--- src/rtl/led_write_arbiter.sv ---
// led_write_arbiter: round-robin arbiter with bounded M1 lock, sharing the LED write port between two masters
module led_write_arbiter #(
  parameter logic [7:0] LEDBaseAddr = 8'hC0,
  parameter int LOCK_MAX = 4
) (
  input  logic       CLK,
  input  logic       RESET,
  input  logic       M0_VALID,
  input  logic [7:0] M0_ADDR,
  input  logic [7:0] M0_DATA,
  output logic       M0_READY,
  input  logic       M1_VALID,
  input  logic [7:0] M1_ADDR,
  input  logic [7:0] M1_DATA,
  input  logic       M1_LOCK,
  output logic       M1_READY,
  output logic [7:0] BUS_ADDR,
  output logic [7:0] BUS_DATA,
  output logic       BUS_WE,
  output logic [7:0] DROP_CNT
);
  typedef enum logic [1:0] {IDLE, SERVE, LOCK1} state_t;
  localparam logic [7:0] HI_ADDR = LEDBaseAddr + 8'd1;
  localparam logic [3:0] LMAX = 4'(LOCK_MAX);
  state_t state, state_nx;
  logic last, last_nx;
  logic [3:0] cnt, cnt_nx;
  logic locked, g0, g1, acc, in_win;
  logic [7:0] sel_addr, sel_data;
  always_ff @(posedge CLK or negedge RESET)
    if (!RESET) begin
      state <= IDLE;
      last <= 1'b1;
      cnt <= '0;
    end else begin
      state <= state_nx;
      last <= last_nx;
      cnt <= cnt_nx;
    end
  always_comb begin
    state_nx = IDLE;
    last_nx = last;
    cnt_nx = '0;
    if (locked) begin
      cnt_nx = cnt + 4'd1;
      state_nx = cnt_nx == LMAX ? SERVE : LOCK1;
      last_nx = 1'b1;
    end else if (g1 && M1_LOCK) begin
      cnt_nx = 4'd1;
      state_nx = LMAX == 4'd1 ? SERVE : LOCK1;
      last_nx = 1'b1;
    end else if (g0 || g1) begin
      state_nx = SERVE;
      last_nx = g1;
    end
  end
  // outside a held lock, LAST is already 1 after any M1 grant, so an unlocked LOCK1 arbitrates like SERVE
  always_comb begin
    locked = state == LOCK1 && M1_VALID && M1_LOCK;
    g1 = locked || (M1_VALID && (!M0_VALID || !last));
    g0 = M0_VALID && !g1;
    M0_READY = g0;
    M1_READY = g1;
    acc = g0 || g1;
    sel_addr = g1 ? M1_ADDR : M0_ADDR;
    sel_data = g1 ? M1_DATA : M0_DATA;
    in_win = sel_addr == LEDBaseAddr || sel_addr == HI_ADDR;
  end
  always_ff @(posedge CLK or negedge RESET)
    if (!RESET) begin
      BUS_ADDR <= '0;
      BUS_DATA <= '0;
      BUS_WE <= 1'b0;
      DROP_CNT <= '0;
    end else begin
      BUS_WE <= acc && in_win;
      if (acc && in_win) begin
        BUS_ADDR <= sel_addr;
        BUS_DATA <= sel_data;
      end
      if (acc && !in_win && DROP_CNT != 8'hFF) DROP_CNT <= DROP_CNT + 8'd1;
    end
endmodule

--- config.mk ---
export PLATFORM = sky130hd
export DESIGN_NAME = led_write_arbiter
export DESIGN_NICKNAME = d
export VERILOG_FILES = /design/src/rtl/led_write_arbiter.sv
export SDC_FILE = /design/constraint.sdc
export NUM_CORES = 1
export LEC_CHECK = 0
export ABC_AREA = 1
export BUFFER_PORTS_ARGS = -buffer_cell sky130_fd_sc_hd__buf_2
export CAP_MARGIN = 10
export CELL_PAD_IN_SITES_DETAIL_PLACEMENT = 1
export CELL_PAD_IN_SITES_GLOBAL_PLACEMENT = 1
export CORE_MARGIN = 2
export CORE_UTILIZATION = 38
export CTS_CLUSTER_SIZE = 20
export DETAILED_ROUTE_END_ITERATION = 16
export GPL_TIMING_DRIVEN = 0
export HOLD_SLACK_MARGIN = 0.05
export PLACE_DENSITY = 0.85
export SETUP_SLACK_MARGIN = 0.1
export SKIP_CTS_REPAIR_TIMING = 1
export SLEW_MARGIN = 20
export SYNTH_ARGS = -nofsm -noshare
export SYNTH_HDL_FRONTEND = slang
export SYNTH_SLANG_ARGS = --single-unit
--- constraint.sdc ---
create_clock -name CLK -period 2.9 [get_ports CLK]
set_input_delay 0.29 -clock CLK [delete_from_list [all_inputs] [get_ports CLK]]
set_output_delay 0.29 -clock CLK [all_outputs]
set_load 0.02 [all_outputs]
==> impl_metrics.env, run 1 <==
export IMPL_htreeDepth=2
export IMPL_io_buffers=63
export IMPL_grt_pass1_vias=1650
export IMPL_antenna_left=0
export IMPL_clkTransAtPathRegs_ns=0.07
export IMPL_fmax_mhz=491
export IMPL_worstPathArrival_ns=1.75
export IMPL_ys_seq_area_frac=0.452
export IMPL_hpwl_um=3400
export IMPL_setup_tns_ns=0
export IMPL_grt_first_pass_wirelength_um=7620
export IMPL_cts_sinks=32
export IMPL_rows=24
export IMPL_cts_tree="built"
export IMPL_io_pins=64
export IMPL_crit_required_ns=2.61
export IMPL_die_width_um=72.3
export IMPL_drc=0
export IMPL_drt_initial_drc_count=79
export IMPL_synthCells=220
export IMPL_start_util=0.402
export IMPL_cts_made_buffers=5
export IMPL_fin_worst_skew_ns=0.00496
export IMPL_reg2reg_depth=11
export IMPL_hold_path_class="in2async"
export IMPL_rsz0062_at_grt="false"
export IMPL_drv_slew=0
export IMPL_dr_pass1_iters=4
export IMPL_period_minus_slack_ns=2.04
export IMPL_area_delta_synth_final_pct=26.7
export IMPL_clk_path_buf_depth=2
export IMPL_overflow=0
export IMPL_antenna_found_initial=0
export IMPL_grt_use_total=0.190
export IMPL_p_leak_nw=1.38
export IMPL_coreArea_um2=4410
export IMPL_vias=1669
export IMPL_n_antenna_cell=0
export IMPL_cp_start_kind="register"
export IMPL_fin_ws_ns=0.863
export IMPL_syn_nets=260
export IMPL_r2r_start="last"
export IMPL_power_density_nw_per_um2=570
export IMPL_viasPerCell=4.87
export IMPL_postPlaceCellArea_um2=2150
export IMPL_syn_area_um2=1770
export IMPL_synth_cell_types=27
export IMPL_worst_slew_pin_slew_ns=0.742
export IMPL_routabilityCongestion=0.767
export IMPL_timing_reg2reg_setup_slack_ns=1.02
export IMPL_relSlewSlack=0.505
export IMPL_grt_max_degree=33
export IMPL_drv_cap=0
export IMPL_design_area_um2=2250
export IMPL_avgSynthCellArea_um2=8.06
export IMPL_hold_violations=0
export IMPL_startpoint="last"
export IMPL_wl_um=4600
export IMPL_nNetsFinal=330
export IMPL_ys_warn_count=0
export IMPL_insertion_delay_ns=0.28
export IMPL_place_ws_ns=1.02
export IMPL_clock_root_buffer="clkbuf_8"
export IMPL_worstSetupPathType="reg2out"
export IMPL_fp_dieH_um=72.3
export IMPL_critPathCaptureType="output pin"
export IMPL_fp_dieArea_um2=5230
export IMPL_setup_viol=0
export IMPL_total_power_w=0.00128
export IMPL_period_share=0.703
export IMPL_ir_worst_vdd_uv=219
export IMPL_wl_per_cell_um=13.4
export IMPL_endpoint="M0_READY"
export IMPL_critical_path_max_fanout=10
export IMPL_status="finished, final reports clean"
export IMPL_hold_ws_ns=0.0540
export IMPL_r2r_end="BUS_ADDR[0]"
export IMPL_synth_seq_cells=32
export IMPL_drive_above_1_share=0.368
layout make-up:
| type | count | area (µm²) |
|---|---|---|
| timing repair buffer | 63 | 315 |
| clock buffer | 6 | 82.6 |
| fill | 569 | 2170 |
| sequential | 32 | 802 |
| inverter | 24 | 90.1 |
| multi-input combinational | 159 | 836 |
| clock inverter | 2 | 10.0 |
| tap | 52 | 65.1 |
| buffer | 5 | 46.3 |
worst max-delay path, stage by stage, from the launching register on:
cell and delay [ns]:
dfstp_2 0.53, nand2_1 0.06, nand2_2 0.18, nand2_4 0.09, buf_8 0.15, buf_2 0.19, nor2_1 0.09, buf_2 0.16
cells by family (layout without fill, tap and decap cells):
group	count (synthesis)	in the layout	synth area share
xor gates and xnor gates	7	7	0.0346
buffers and inverters	29	100	0.0769
AOI/OAI and AO/OA	4	4	0.0169
DFF	32	32	0.452
and+or+nand+nor	145	145	0.398
adders and majority gates	3	3	0.0212
layer usage:
metal	GRT usage	vias up	routed length, µm
met1	0.230	781	1910
met4	0.0901	0	111
met3	0.0458	13	262
met2	0.318	48	2310
met5	0	-	0
li1	-	827	-
worst min-delay path by stage:
stage,slack [ns],end,start,cells after the start
2_1_floorplan,-0.006,BUS_ADDR[0],RESET,0
3_3_place_gp,0.39,cnt[1],RESET,1
3_5_place_dp,0.40,cnt[1],RESET,1
4_1_cts,0.09,DROP_CNT[0],RESET,1
5_1_grt,0.11,DROP_CNT[0],RESET,1
6_report,0.05,cnt[1],RESET,1
placed cells by master, fill, tap and decap left out:
master	instances
clkinv_2	2
dfstp_2	1
nand3_4	1
nor2_8	1
xor2_1	3
a31oi_2	1
o21bai_1	1
ha_1	3
nor3_1	1
buf_4	2
nor2_1	10
nand3_1	20
nand2_2	13
dfrtp_1	31
nand2_1	80
nor2_2	3
xnor2_1	4
clkinv_1	1
nand3b_1	2
buf_2	64
inv_1	17
nand4_1	9
nand3_2	1
o21ai_0	2
nand2_4	4
inv_2	6
buf_8	1
clkbuf_8	6
buf_6	1
flip-flops by register name (all words and copies together) (netlist names):
register  cells
BUS_ADDR      8
BUS_DATA      8
DROP_CNT      8
cnt           4
state         2
BUS_WE        1
last          1
power by group:
part / switching (W) / total [W] / internal (W)
registers: 0.0000562 / 0.000560 / 0.000504
clock network: 0.000168 / 0.000358 / 0.000189
logic: 0.000227 / 0.000363 / 0.000136
cells in the mapped netlist, drive strengths merged:
library cell   n  share of area
dfstp          1          0.015
nand2         97           0.24
ha             3          0.021
dfrtp         31           0.44
nand3b         2         0.0085
nand3         22          0.072
xnor2          4          0.020
a31oi          1         0.0071
nor2          14          0.043
clkinv         1         0.0021
buf            5          0.026
nand4          9          0.032
nor3           1         0.0028
o21ai          2         0.0056
inv           23          0.049
o21bai         1         0.0042
xor2           3          0.015
per-stage QoR:
step,utilization,std cells
2_1_floorplan,-,220
3_3_place_gp,0.488,335
3_5_place_dp,0.488,335
4_1_cts,0.509,343
5_1_grt,0.509,343
6_report,0.509,343
Power figures use the tool's default switching activity.
==> run 2: changes to the inputs <==
Settings changed: CORE_UTILIZATION 38 to 35, PLACE_DENSITY 0.85 to 0.79.
Clock period 2.9 ns to 2.05 ns, I/O delays scaled along.
==> run 2 against run 1 <==
  * Via count down 1.0%
  * Worst setup slack worse by 0.70 ns
  * Total power up 51%
  * Combinational power up 44%
  * Final area up 3.6%
  * Sequential cell count unchanged
  * First-iteration DRC count up 2.5%
  * Clock skew about the same
  * Critical path type unchanged
  * Largest power group unchanged
==> impl_metrics.env, run 2 (synthesis results as in run 1) <==
export IMPL_status="finished, final reports clean"
export IMPL_wl_um=4720
export IMPL_die_width_um=75.2
export IMPL_worstPathArrival_ns=1.68
export IMPL_slowest_delay_ns=0.54
export IMPL_worstPathCellList="nand2_1 > nand2_4 > nand2_4 > buf_8 > buf_4 > nor2_1 > buf_4"
export IMPL_power_density_nw_per_um2=831
export IMPL_relSlewSlack=0.510
export IMPL_drt_initial_drc_count=81
export IMPL_hold_start="M0_VALID"
export IMPL_setup_tns_ns=0
export IMPL_met2_usage=0.318
export IMPL_vias=1652
export IMPL_grtUsageMet3=0.0361
export IMPL_r2r_end="BUS_ADDR[0]"
export IMPL_top_regs="BUS_ADDR: 8 flops, BUS_DATA: 8 flops, DROP_CNT: 8 flops"
export IMPL_viasPerCell=4.56
export IMPL_antenna_found_initial=0
export IMPL_hold_ws_ns=0.185
export IMPL_nNetsFinal=334
export IMPL_r2r_start="last"
export IMPL_grt_max_degree=33
export IMPL_drive_above_1_share=0.373
export IMPL_worstSetupPathType="reg2out"
export IMPL_top_usage_layer="met2"
export IMPL_setup_viol=0
export IMPL_hold_depth=4
export IMPL_fp_dieArea_um2=5650
export IMPL_routabilityCongestion=0.767
export IMPL_overflow=0
export IMPL_p_leak_nw=1.40
export IMPL_clock_root_buffer="clkbuf_8"
export IMPL_ir_worst_vdd_uv=377
export IMPL_cts_tree="built"
export IMPL_final_common_cell="nand2_1"
export IMPL_hold_violations=0
export IMPL_holdPathEnd="last"
export IMPL_cp_start_kind="register"
export IMPL_reg2reg_depth=11
export IMPL_fillCellCount=645
export IMPL_dr_pass1_iters=4
export IMPL_final_cell_mix="nand2_1, buf_2, dfrtp_1"
export IMPL_grt_pass1_vias=1632
export IMPL_io_pins=64
export IMPL_area_delta_synth_final_pct=31.2
export IMPL_critical_path_max_fanout=10
export IMPL_drv_slew=0
export IMPL_timing_reg2reg_setup_slack_ns=0.20
export IMPL_start_util=0.368
export IMPL_cts_made_buffers=5
export IMPL_htreeDepth=2
export IMPL_grt_first_pass_wirelength_um=7350
export IMPL_fmax_mhz=531
export IMPL_fin_worst_skew_ns=0.00490
export IMPL_hpwl_um=3360
export IMPL_met1_usage=0.200
export IMPL_coreArea_um2=4820
export IMPL_crit_required_ns=1.85
export IMPL_wl_per_cell_um=13.0
export IMPL_rsz0062_at_grt="false"
export IMPL_drv_cap=0
export IMPL_clk_path_buf_depth=2
export IMPL_period_share=0.918
export IMPL_drc=0
export IMPL_period_minus_slack_ns=1.88
export IMPL_insertion_delay_ns=0.29
export IMPL_clkTransAtPathRegs_ns=0.07
export IMPL_worst_slew_pin_slew_ns=0.735
export IMPL_n_antenna_cell=0
export IMPL_antenna_left=0
export IMPL_cts_sinks=32
export IMPL_hold_path_class="in2reg"
export IMPL_slowest_stage="dfstp_2"
export IMPL_fp_dieH_um=75.2
export IMPL_io_buffers=63
export IMPL_critPathCaptureType="output pin"
export IMPL_grt_use_total=0.173
export IMPL_rows=25
[run 2: final cells by class]
type	count	area [µm²]	area share
multi-input combinational	159	841	0.361
clock buffer	5	68.8	0.0296
sequential	32	802	0.345
buffer	5	48.8	0.0210
timing repair buffer	67	350	0.151
clock inverter	3	42.5	0.0183
tap	67	83.8	0.0360
inverter	24	90.1	0.0387
[run 2: layer usage]
layer	share of wire	wire, µm
met5	0	0
met4	0.014	65
met3	0.049	231
met2	0.51	2390
met1	0.43	2030
[run 2: stage by stage]
stage / cell area [µm²] / cells / power [W] / util / setup slack [ns]
after detailed placement: 2170 / 350 / 0.00132 / 0.451 / 0.178
after global placement: 2170 / 350 / 0.00130 / 0.451 / 0.208
after global routing: 2330 / 362 / 0.00205 / 0.483 / 0.0825
final: 2330 / 362 / 0.00193 / 0.483 / 0.167
after CTS: 2280 / 358 / 0.00194 / 0.474 / 0.0787
after floorplan: 1770 / 220 / 0.00113 / - / 0.403
[run 2: where the power goes]
group,internal [W],switching (W)
Sequential,0.000712,0.0000807
Clock,0.000360,0.000258
Combinational,0.000202,0.000321
Total,0.00127,0.000660
[run 2: how the worst max path moves through the flow]
stage,start,to,slack (ns)
global placement,last,BUS_ADDR[0],0.21
finish,last,M0_READY,0.17
detailed placement,last,BUS_ADDR[0],0.18
global route,last,BUS_ADDR[0],0.08
CTS,last,M0_READY,0.08
floorplan,last,BUS_ADDR[0],0.40
[run 2: critical path, delay by kind of cell, from the launching register on]
family / cells / cell delay (ns)
simple gates: 4 / 0.39
flops: 1 / 0.54
buf+inv: 3 / 0.46
==> run 3: changes to the inputs <==
Settings changed: CORE_ASPECT_RATIO set to 1.1.
==> run 3 against run 2 <==
  * Cell count is 1.7% lower
  * Sequential share of layout area is 0.074 points lower
  * Maximum frequency shrank 0.12%
  * Wire length unchanged
  * Non-clock buffer count grew 3
  * Critical path depth unchanged
  * Utilization fell by 1.0 points
  * Clock power shrank 18%
  * First-iteration DRC count decreased by 1.2%
  * Sequential cell count did not move
  * Critical path type unchanged
  * Highest routed layer unchanged
==> impl_metrics.env, run 3 (synthesis results as in run 1) <==
export IMPL_antenna_left=0
export IMPL_io_pins=64
export IMPL_hold_start="M0_VALID"
export IMPL_slowest_stage="dfstp_2"
export IMPL_drive_above_1_share=0.379
export IMPL_fillCellCount=635
export IMPL_crit_required_ns=1.85
export IMPL_viasPerCell=4.84
export IMPL_routabilityCongestion=0.744
export IMPL_p_leak_nw=1.42
export IMPL_critical_path_max_fanout=10
export IMPL_slowest_delay_ns=0.53
export IMPL_drc=0
export IMPL_relSlewSlack=0.512
export IMPL_fp_dieH_um=78.7
export IMPL_power_density_nw_per_um2=784
export IMPL_n_antenna_cell=0
export IMPL_final_cell_mix="nand2_1, buf_2, dfrtp_1"
export IMPL_io_buffers=63
export IMPL_insertion_delay_ns=0.28
export IMPL_wl_um=4720
export IMPL_final_common_cell="nand2_1"
export IMPL_clock_root_buffer="clkbuf_8"
export IMPL_drt_initial_drc_count=80
export IMPL_drv_cap=0
export IMPL_fmax_mhz=530
export IMPL_cts_sinks=32
export IMPL_hold_path_class="in2reg"
export IMPL_fin_ws_ns=0.165
export IMPL_worstPathCellList="nand2_1 > nand2_4 > nand2_4 > buf_8 > buf_4 > nor2_1 > buf_4"
export IMPL_hpwl_um=3420
export IMPL_status="finished, final reports clean"
export IMPL_regArea_um2=802
export IMPL_nNetsFinal=337
export IMPL_fp_dieArea_um2=5660
export IMPL_hold_depth=4
export IMPL_clk_path_buf_depth=2
export IMPL_dr_pass1_iters=4
export IMPL_critPathBufInv=3
export IMPL_reg2reg_depth=11
export IMPL_cts_tree="built"
export IMPL_wl_per_cell_um=13.3
export IMPL_grt_max_degree=33
export IMPL_antenna_found_initial=0
export IMPL_grt_use_total=0.173
export IMPL_overflow=0
export IMPL_multiInputGateArea_um2=841
export IMPL_drv_slew=0
export IMPL_critPathCaptureType="output pin"
export IMPL_grt_pass1_vias=1733
export IMPL_area_delta_synth_final_pct=31.5
export IMPL_start_util=0.360
export IMPL_place_ws_ns=0.174
export IMPL_ir_worst_vdd_uv=518
export IMPL_period_share=0.920
export IMPL_rsz0062_at_grt="true"
export IMPL_fin_worst_skew_ns=0.00700
export IMPL_cts_made_buffers=5
export IMPL_r2r_end="DROP_CNT[3]"
export IMPL_worstSetupPathType="reg2out"
export IMPL_grt_first_pass_wirelength_um=7710
export IMPL_hold_violations=0
export IMPL_timing_reg2reg_setup_slack_ns=0.19
export IMPL_cp_start_kind="register"
export IMPL_htreeDepth=2
export IMPL_die_width_um=71.9
export IMPL_rows=27
export IMPL_setup_tns_ns=0
export IMPL_cp_top_family="flip-flops"
export IMPL_period_minus_slack_ns=1.89
export IMPL_holdPathEnd="last"
export IMPL_setup_viol=0
export IMPL_clkTransAtPathRegs_ns=0.07
export IMPL_top_regs="BUS_ADDR: 8 flops, BUS_DATA: 8 flops, DROP_CNT: 8 flops"
export IMPL_coreArea_um2=4930
export IMPL_worst_slew_pin_slew_ns=0.732
export IMPL_r2r_start="last"
export IMPL_vias=1722
export IMPL_worstPathArrival_ns=1.68
## run 3: cell count changes in the layout (fill, tap and decap cells not counted)
cell,before,now
bufinv_16,1,0
clkbuf_8,5,6
buf_4,7,9
buf_12,0,1
clkinv_2,1,2
clkinvlp_4,1,0
## run 3: layout make-up
class,instances,share of cell area
Clock inverter,2,0.00429
Sequential cell,32,0.344
Clock buffer,6,0.0354
Inverter,24,0.0386
Tap cell,58,0.0311
Timing Repair Buffer,70,0.165
Buffer,5,0.0209
Multi-Input combinational cell,159,0.361
## run 3: metrics by stage
step | instance area, µm² | hold WS, ns | cells | utilization | power (W)
6_report | 2330 | 0.232 | 356 | 0.473 | 0.00183
5_1_grt | 2330 | 0.235 | 356 | 0.473 | 0.00194
4_1_cts | 2250 | 0.00490 | 349 | 0.457 | 0.00184
3_5_place_dp | 2160 | 0.310 | 341 | 0.438 | 0.00132
2_1_floorplan | 1770 | -0.0906 | 220 | - | 0.00113
3_3_place_gp | 2160 | 0.298 | 341 | 0.438 | 0.00130
## run 3: per-layer routing
metal | wire (µm) | share of wire | track usage
met3 | 181 | 0.038 | 0.0359
met1 | 1940 | 0.41 | 0.193
met2 | 2540 | 0.54 | 0.321
met4 | 55 | 0.012 | 0.0547
met5 | 0 | 0 | 0
## run 3: power breakdown
part	internal (W)	switching, W
registers	0.000712	0.0000788
clock network	0.000268	0.000238
logic	0.000206	0.000326
total	0.00119	0.000643
## run 3: how the worst max path moves through the flow
stage / startpoint / end / slack [ns] / cells after the start
6_report: last / M0_READY / 0.16 / 7
5_1_grt: last / DROP_CNT[1] / 0.04 / 11
4_1_cts: last / M0_READY / 0.08 / 7
3_5_place_dp: last / DROP_CNT[5] / 0.17 / 12
3_3_place_gp: last / DROP_CNT[0] / 0.18 / 12
2_1_floorplan: last / BUS_ADDR[0] / 0.40 / 11
## run 3: worst reg2reg max path, delay by kind of cell, from the launching register on
family | cells | cell delay [ns]
buffers and inverters | 1 | 0.15
and+or+nand+nor | 10 | 1.13
DFF | 1 | 0.53
